`src/rtl/pcint_ctrl_pkg.sv`:
```
// Shared constants, types and helpers for the pin-change interrupt controller.
package pcint_ctrl_pkg;

    localparam int unsigned NUM_PORTS = 3;
    localparam int unsigned PORT_W    = 8;
    localparam int unsigned OFF_W     = 5;

    // Register window placement and byte offsets.
    localparam logic [31:0] PCINT_BASE     = 32'h4000_1000;
    localparam logic [31:0] PCINT_WIN_LAST = 32'h0000_0013;

    localparam logic [OFF_W-1:0] PCINT_PCICR  = 5'h00;
    localparam logic [OFF_W-1:0] PCINT_PCIFR  = 5'h04;
    localparam logic [OFF_W-1:0] PCINT_PCMSK0 = 5'h08;
    localparam logic [OFF_W-1:0] PCINT_PCMSK1 = 5'h0C;
    localparam logic [OFF_W-1:0] PCINT_PCMSK2 = 5'h10;

    typedef enum logic {
        S_IDLE = 1'b0,
        S_ACK  = 1'b1
    } bus_state_e;

    // One register write, committed on the edge that raises mem_ready.
    typedef struct packed {
        logic             we;
        logic [OFF_W-1:0] off;
        logic [7:0]       data;
    } reg_wr_t;

    // True when the byte address falls inside the register window.
    function automatic logic pcint_in_window(input logic [31:0] addr);
        return (addr >= PCINT_BASE) && (addr <= (PCINT_BASE + PCINT_WIN_LAST));
    endfunction

    // Byte offset of an in-window address.
    function automatic logic [OFF_W-1:0] pcint_offset(input logic [31:0] addr);
        logic [31:0] diff;
        diff = addr - PCINT_BASE;
        return diff[OFF_W-1:0];
    endfunction

endpackage

```
`src/rtl/pcint_sync_edge.sv`:
```
// Per-port pin synchroniser plus previous-value register; flags any level change.
module pcint_sync_edge #(
    parameter int unsigned WIDTH       = 8,
    parameter int unsigned SYNC_STAGES = 2
) (
    input  logic             clk,
    input  logic             rst_n,
    input  logic [WIDTH-1:0] pin_in,
    output logic [WIDTH-1:0] change
);

    if ((SYNC_STAGES < 2) || (SYNC_STAGES > 3)) begin : g_bad_depth
        $error("pcint_sync_edge: SYNC_STAGES must be 2 or 3");
    end

    logic [WIDTH-1:0] sync_q [SYNC_STAGES];
    logic [WIDTH-1:0] prev_q;

    // Synchroniser chain followed by the previous-value flop.
    always_ff @(posedge clk or negedge rst_n) begin
        if (!rst_n) begin
            for (int unsigned i = 0; i < SYNC_STAGES; i++) begin
                sync_q[i] <= '0;
            end
            prev_q <= '0;
        end else begin
            sync_q[0] <= pin_in;
            for (int unsigned i = 1; i < SYNC_STAGES; i++) begin
                sync_q[i] <= sync_q[i-1];
            end
            prev_q <= sync_q[SYNC_STAGES-1];
        end
    end

    assign change = sync_q[SYNC_STAGES-1] ^ prev_q;

endmodule

```
`src/rtl/pcint_ctrl.sv`:
```
// Pin-change interrupt controller for Ports B, C, D with PCICR/PCIFR/PCMSKn registers.
module pcint_ctrl
    import pcint_ctrl_pkg::*;
#(
    parameter int unsigned SYNC_STAGES = 2
) (
    input  logic        clk,
    input  logic        rst_n,
    input  logic        mem_valid,
    input  logic [31:0] mem_addr,
    input  logic [31:0] mem_wdata,
    input  logic [3:0]  mem_wstrb,
    output logic [31:0] mem_rdata,
    output logic        mem_ready,
    input  logic [7:0]  gpio_pin_in_b,
    input  logic [7:0]  gpio_pin_in_c,
    input  logic [7:0]  gpio_pin_in_d,
    input  logic [2:0]  irq_ack,
    output logic [2:0]  irq
);

    bus_state_e state_q, state_d;

    logic        ready_q, ready_d;
    logic [7:0]  rdata_q, rdata_d;

    logic [NUM_PORTS-1:0] pcicr_q;
    logic [NUM_PORTS-1:0] pcifr_q, pcifr_d;
    logic [PORT_W-1:0]    pcmsk0_q, pcmsk1_q, pcmsk2_q;

    logic [PORT_W-1:0]    change_b, change_c, change_d;
    logic [NUM_PORTS-1:0] set_c;
    logic [NUM_PORTS-1:0] w1c_c;
    logic                 sel_c;
    logic                 access_c;
    logic [OFF_W-1:0]     off_c;
    logic [7:0]           rd_val_c;
    reg_wr_t              wr_c;
    logic                 unused_bits_c;

    pcint_sync_edge #(.WIDTH(PORT_W), .SYNC_STAGES(SYNC_STAGES)) u_sync_b (
        .clk    (clk),
        .rst_n  (rst_n),
        .pin_in (gpio_pin_in_b),
        .change (change_b)
    );

    pcint_sync_edge #(.WIDTH(PORT_W), .SYNC_STAGES(SYNC_STAGES)) u_sync_c (
        .clk    (clk),
        .rst_n  (rst_n),
        .pin_in (gpio_pin_in_c),
        .change (change_c)
    );

    pcint_sync_edge #(.WIDTH(PORT_W), .SYNC_STAGES(SYNC_STAGES)) u_sync_d (
        .clk    (clk),
        .rst_n  (rst_n),
        .pin_in (gpio_pin_in_d),
        .change (change_d)
    );

    // Only the low data byte and strobe bit 0 carry meaning.
    assign unused_bits_c = ^{mem_wdata[31:8], mem_wstrb[3:1]};

    assign sel_c    = mem_valid && pcint_in_window(mem_addr);
    assign access_c = sel_c && !ready_q;
    assign off_c    = pcint_offset(mem_addr);

    // Read mux over current register contents (pre-update values).
    always_comb begin
        rd_val_c = 8'h00;
        case (off_c)
            PCINT_PCICR:  rd_val_c = {5'b0, pcicr_q};
            PCINT_PCIFR:  rd_val_c = {5'b0, pcifr_q};
            PCINT_PCMSK0: rd_val_c = pcmsk0_q;
            PCINT_PCMSK1: rd_val_c = pcmsk1_q;
            PCINT_PCMSK2: rd_val_c = pcmsk2_q;
            default:      rd_val_c = 8'h00;
        endcase
    end

    // Bus FSM state register and registered handshake outputs.
    always_ff @(posedge clk or negedge rst_n) begin
        if (!rst_n) begin
            state_q <= S_IDLE;
            ready_q <= 1'b0;
            rdata_q <= 8'h00;
        end else begin
            state_q <= state_d;
            ready_q <= ready_d;
            rdata_q <= rdata_d;
        end
    end

    // Bus FSM next state: accept once, hold ready until valid drops.
    always_comb begin
        state_d = state_q;
        ready_d = ready_q;
        rdata_d = rdata_q;
        wr_c    = '0;
        case (state_q)
            S_IDLE: begin
                if (access_c) begin
                    state_d    = S_ACK;
                    ready_d    = 1'b1;
                    rdata_d    = rd_val_c;
                    wr_c.we    = mem_wstrb[0];
                    wr_c.off   = off_c;
                    wr_c.data  = mem_wdata[7:0];
                end
            end
            S_ACK: begin
                if (!mem_valid) begin
                    state_d = S_IDLE;
                    ready_d = 1'b0;
                    rdata_d = 8'h00;
                end
            end
            default: begin
                state_d = S_IDLE;
                ready_d = 1'b0;
                rdata_d = 8'h00;
            end
        endcase
    end

    // Per-port group set from masked changes; mask sampled in the same cycle.
    assign set_c[0] = |(change_b & pcmsk0_q);
    assign set_c[1] = |(change_c & pcmsk1_q);
    assign set_c[2] = |(change_d & pcmsk2_q);

    assign w1c_c = (wr_c.we && (wr_c.off == PCINT_PCIFR)) ? wr_c.data[2:0] : 3'b000;

    // Hardware set wins over software clear and irq_ack.
    assign pcifr_d = set_c | (pcifr_q & ~w1c_c & ~irq_ack);

    // Configuration and flag registers.
    always_ff @(posedge clk or negedge rst_n) begin
        if (!rst_n) begin
            pcicr_q  <= '0;
            pcifr_q  <= '0;
            pcmsk0_q <= '0;
            pcmsk1_q <= '0;
            pcmsk2_q <= '0;
        end else begin
            pcifr_q <= pcifr_d;
            if (wr_c.we) begin
                case (wr_c.off)
                    PCINT_PCICR:  pcicr_q  <= wr_c.data[2:0];
                    PCINT_PCMSK0: pcmsk0_q <= wr_c.data;
                    PCINT_PCMSK1: pcmsk1_q <= wr_c.data;
                    PCINT_PCMSK2: pcmsk2_q <= wr_c.data;
                    default: ;
                endcase
            end
        end
    end

    assign mem_ready = ready_q;
    assign mem_rdata = {24'h0, rdata_q};
    assign irq       = pcifr_q & pcicr_q;

endmodule

```
`config.mk`:
```
export PLATFORM = sky130hd
export DESIGN_NAME = pcint_ctrl
export DESIGN_NICKNAME = d
export VERILOG_FILES = /design/src/rtl/pcint_ctrl_pkg.sv /design/src/rtl/pcint_sync_edge.sv /design/src/rtl/pcint_ctrl.sv
export SDC_FILE = /design/constraint.sdc
export NUM_CORES = 1
export LEC_CHECK = 0
export ABC_AREA = 1
export BUFFER_PORTS_ARGS = -buffer_cell sky130_fd_sc_hd__buf_2
export CAP_MARGIN = 25
export CORE_MARGIN = 2
export CORE_UTILIZATION = 46
export CTS_CLUSTER_DIAMETER = 50
export DETAILED_ROUTE_END_ITERATION = 8
export GPL_TIMING_DRIVEN = 0
export PLACE_DENSITY = 0.73
export RECOVER_POWER = 25
export REMOVE_ABC_BUFFERS = 1
export SLEW_MARGIN = 10
export SYNTH_ARGS = -nofsm -noshare
export SYNTH_HDL_FRONTEND = slang
export SYNTH_SLANG_ARGS = --single-unit
```
`constraint.sdc`:
```
create_clock -name clk -period 1.5 [get_ports clk]
set_input_delay 0.075 -clock clk [delete_from_list [all_inputs] [get_ports clk]]
set_output_delay 0.075 -clock clk [all_outputs]
set_load 0.02 [all_outputs]
```
==> run_results.csv <==
group,metric,value,unit
power,switching_share,23.8,%
cts,clock_latency,360,ps
outcome,violations,"negative setup slack",
route,route.detailed.drc,0,
yosys,ys_ff_latch,112,
yosys,syn_area,4420,um^2
die,die-height,102,um
sta,maxSlewViolCount,0,
yosys,synthCells,426,
sta,layout_setup_ws,-36.2,ps
critical_path,r2r-start,"mem_ready$_DFFE_PN0P_",
yosys,synth_fa_ha_area_share,0,%
sta,finalSetupViolations,20,
place,dp_cells,634,
cts,cts_sinks,112,
yosys,synth_top_family_by_area,"simple AND/OR/NAND/NOR gates",
min_path,hold_depth,3,
finish,area_delta_synth_final,25.3,%
grt,grt_usage,17.6,%
min_path,hold_start,"mem_wdata[5]",
yosys,ys_warn_count,0,
finish,diodes,0,
critical_path,crit_chain,"nor2_2 -> nand4_4 -> nor2_8 -> nand3_4 -> nand2_2 -> o21ai_2",
power,seq_power_share,61.6,%
power,power_frac_comb,7.1,%
power,vdd_ir_drop_max,510,uV
place,place.gp.congestion,0.830,
yosys,synth_seq_area_share,63.5,%
route,wl_per_cell,12.8,um
route,antenna_left,0,
critical_path,end_kind,"register",
critical_path,critical-path-top-delay-family,"simple AND/OR/NAND/NOR gates",
finish,finalNonFillerCells,685,
die,row_count,35,
power,power.internal,3.92,mW
route,via_per_inst,4.74,
route,first_pass_iters,4,
yosys,synth_xor_xnor_area_share,0.595,%
die,coreArea,9280,um^2
critical_path,reg2reg_slack,-40,ps
sta,fin_crit_sh,102,%
grt,grt_pass1_vias,3045,
finish,layout-drive-gt1-share,29.0,%
min_path,hp-class,"input port to register",
cts,root_buffer,"clkbuf_8",
route,wl,8790,um
run,maxCapViolCount,0,
critical_path,crit_type,"register to register",
finish,fill_cells,784,
grt,grt_pass1_wl,13800,um
yosys,syn_avg_cell_area,10.4,um^2
sta,clock_skew,8.65,ps
power,switching_power,1.22,mW
yosys,yosys.area_share.simple,18.8,%
yosys,synth.distinct_cells,29,
cts,path_clk_slew,100,ps
die,start_util,47.6,%
cts,cts_htree_levels,3,
die,io_pins,134,
die,die_w,102,um
place,place.detailed.hpwl,6250,um
sta,period_needed,1540,ps
route,drt_iter0_drc,154,
power,power_density,928,nW/um^2
die,dieArea,10400,um^2
critical_path,reg2regPathDepth,6,
critical_path,slowest_stage,"dfrtp_1",
yosys,synth_compound_area_share,8.81,%
critical_path,path_buf_inv,0,
power,clockPowerShare,31.3,%
critical_path,cp_data_arrival_time,1790,ps
cts,cts-buffers-inserted,9,
power,finalPower,5.14,mW
critical_path,startpoint_type,"register",
sta,whs,11.7,ps
finish,layout.nets,649,
grt,grt_max_degree,69,
grt,antenna_found_initial,0,
cts,clock_path_buffers,2,
critical_path,path_max_fanout,8,
critical_path,timing.rr.end,"pcmsk1_q[3]$_DFFE_PN0P_",
critical_path,slowest_delay,420,ps
outcome,status,"finished with violations",
yosys,muxShareOfSynthArea,0,%
min_path,hold_path_end,"pcmsk1_q[5]$_DFFE_PN0P_",
grt,grt-ovfl-total,0,
power,leakage,2.73,nW
place,port_buffers,82,
sta,hold_violations,0,
critical_path,cp.required,1750,ps
route,vias,3248,
sta,max_freq,651,MHz
cts,cts_tree,"yes",
sta,grt_setup_unrepaired,"true",
## power by group through the flow
| stage | logic [mW] | clock network, mW | registers (mW) |
|---|---|---|---|
| finish | 0.366 | 1.61 | 3.16 |
| global route | 0.414 | 1.79 | 3.18 |
| CTS | 0.368 | 1.67 | 3.16 |
| detailed placement | 0.304 | 0 | 3.22 |
| global placement | 0.286 | 0 | 3.22 |
| floorplan | 0.118 | 0 | 3.21 |
## layout make-up
cell class | count | area (um^2) | area share (%)
clock inverters | 6 | 42.5 | 0.769
well taps | 129 | 161 | 2.92
flip-flops and latches | 112 | 2800 | 50.6
multi-input cells | 274 | 1480 | 26.8
repair buffers | 114 | 757 | 13.7
inverters | 40 | 150 | 2.71
clock buffers | 10 | 138 | 2.49
## cell families after synthesis
family,Yosys count
AOI/OAI and AO/OA,62
xor gates and xnor gates,3
buffers and inverters,67
DFF,112
other,1
and+or+nand+nor,181
## layer usage
layer  track usage (%)  wire length [um]  vias up  share of wire, %
met5                 0                 0        -                 0
met4              6.67               188        0               2.1
met3              2.87               572       17               6.5
met2              30.4              4280      130                49
met1              22.4              3750     1517                43
li1                  -                 -     1584                 -
## per-stage QoR
| step | setup TNS [ps] | worst slack (ps) | utilization [%] | instance area, um^2 |
|---|---|---|---|---|
| 5_1_grt | -4250 | -154 | 59.6 | 5530 |
| 3_5_place_dp | -1250 | -55.1 | 52.7 | 4890 |
| 4_1_cts | -841 | -84.8 | 58.6 | 5440 |
| 6_report | -351 | -36.2 | 59.6 | 5530 |
| 2_1_floorplan | -14.1 | -2.35 | - | 4290 |
| 3_3_place_gp | -93800 | -835 | 52.4 | 4860 |
## cells in the mapped netlist
| cell | n | share of area [%] |
|---|---|---|
| or2_1 | 1 | 0.14 |
| a21oi_1 | 8 | 0.91 |
| o211ai_1 | 2 | 0.34 |
| nand3_4 | 4 | 1.6 |
| nand4_1 | 7 | 0.99 |
| nor3_2 | 1 | 0.23 |
| nand2_1 | 111 | 9.4 |
| buf_6 | 3 | 0.76 |
| nor3_1 | 2 | 0.23 |
| buf_4 | 24 | 4.1 |
| nand3_1 | 15 | 1.7 |
| inv_2 | 2 | 0.17 |
| o21ai_1 | 11 | 1.2 |
| nor2_1 | 29 | 2.5 |
| o22ai_1 | 4 | 0.57 |
| xor2_1 | 3 | 0.60 |
| a21o_1 | 2 | 0.34 |
| nor2_2 | 3 | 0.42 |
| inv_1 | 38 | 3.2 |
| nand3b_1 | 1 | 0.17 |
| conb_1 | 1 | 0.085 |
| nand4_2 | 1 | 0.28 |
| nor4_1 | 1 | 0.14 |
| o21ai_2 | 17 | 3.4 |
| or2_2 | 3 | 0.42 |
| dfrtp_1 | 112 | 63 |
| o21ai_0 | 18 | 2.0 |
| nor2_8 | 1 | 0.45 |
| and2_1 | 1 | 0.14 |
## timing repair
item                                    in CTS  in global routing
buffers inserted                             1                  1
hold buffers                                29                  0
pin swaps                                    5                  5
endpoints found under the hold margin       72                  0
cloned                                       3                  1
gates resized for setup                      5                 27
endpoints found under the setup margin      33                 39
## flip-flops by register name (all words and copies together), names as in the netlist
signal,count
pcifr_q,3
u_sync_d.prev_q,8
pcicr_q,3
u_sync_b.sync_q,16
pcmsk2_q,8
u_sync_b.prev_q,8
rdata_q,8
u_sync_c.sync_q,16
u_sync_c.prev_q,8
mem_ready,1
pcmsk1_q,8
u_sync_d.sync_q,16
pcmsk0_q,8
state_q,1
## tightest hold or removal path: stages
cell	delay (ps)
buf_2	80
inv_1	60
o21ai_2	120
## cells in the final DEF, fill, tap and decap left out, drive strengths merged
cell and instances:
nand3b 1, nand2 111, inv 41, dfrtp 112
conb 24, o211ai 2, a21o 2, nor2 34
o22ai 4, nand4 8, clkinv 3, dlygate4sd3 29
or2 4, o21ai 46, a21oi 8, nand3 22
buf 85, xor2 3, nor3 3, nor4 1
clkinvlp 2, and2 1, clkbuf 10
## worst max-delay path by stage
stage               cells past startpoint                      endpoint  slack (ps)                  start
floorplan                               6       pcmsk2_q[0]$_DFFE_PN0P_          -2  mem_ready$_DFFE_PN0P_
global placement                        1  u_sync_d.prev_q[0]$_DFF_PN0_        -830                  rst_n
detailed placement                      6       pcmsk1_q[7]$_DFFE_PN0P_         -60  mem_ready$_DFFE_PN0P_
CTS                                     8       pcmsk2_q[5]$_DFFE_PN0P_         -80      state_q$_DFF_PN0_
global route                            7       pcmsk1_q[2]$_DFFE_PN0P_        -150      state_q$_DFF_PN0_
finish                                  6       pcmsk1_q[3]$_DFFE_PN0P_         -40  mem_ready$_DFFE_PN0P_
Note: power is estimated with default switching activity, not from simulation.
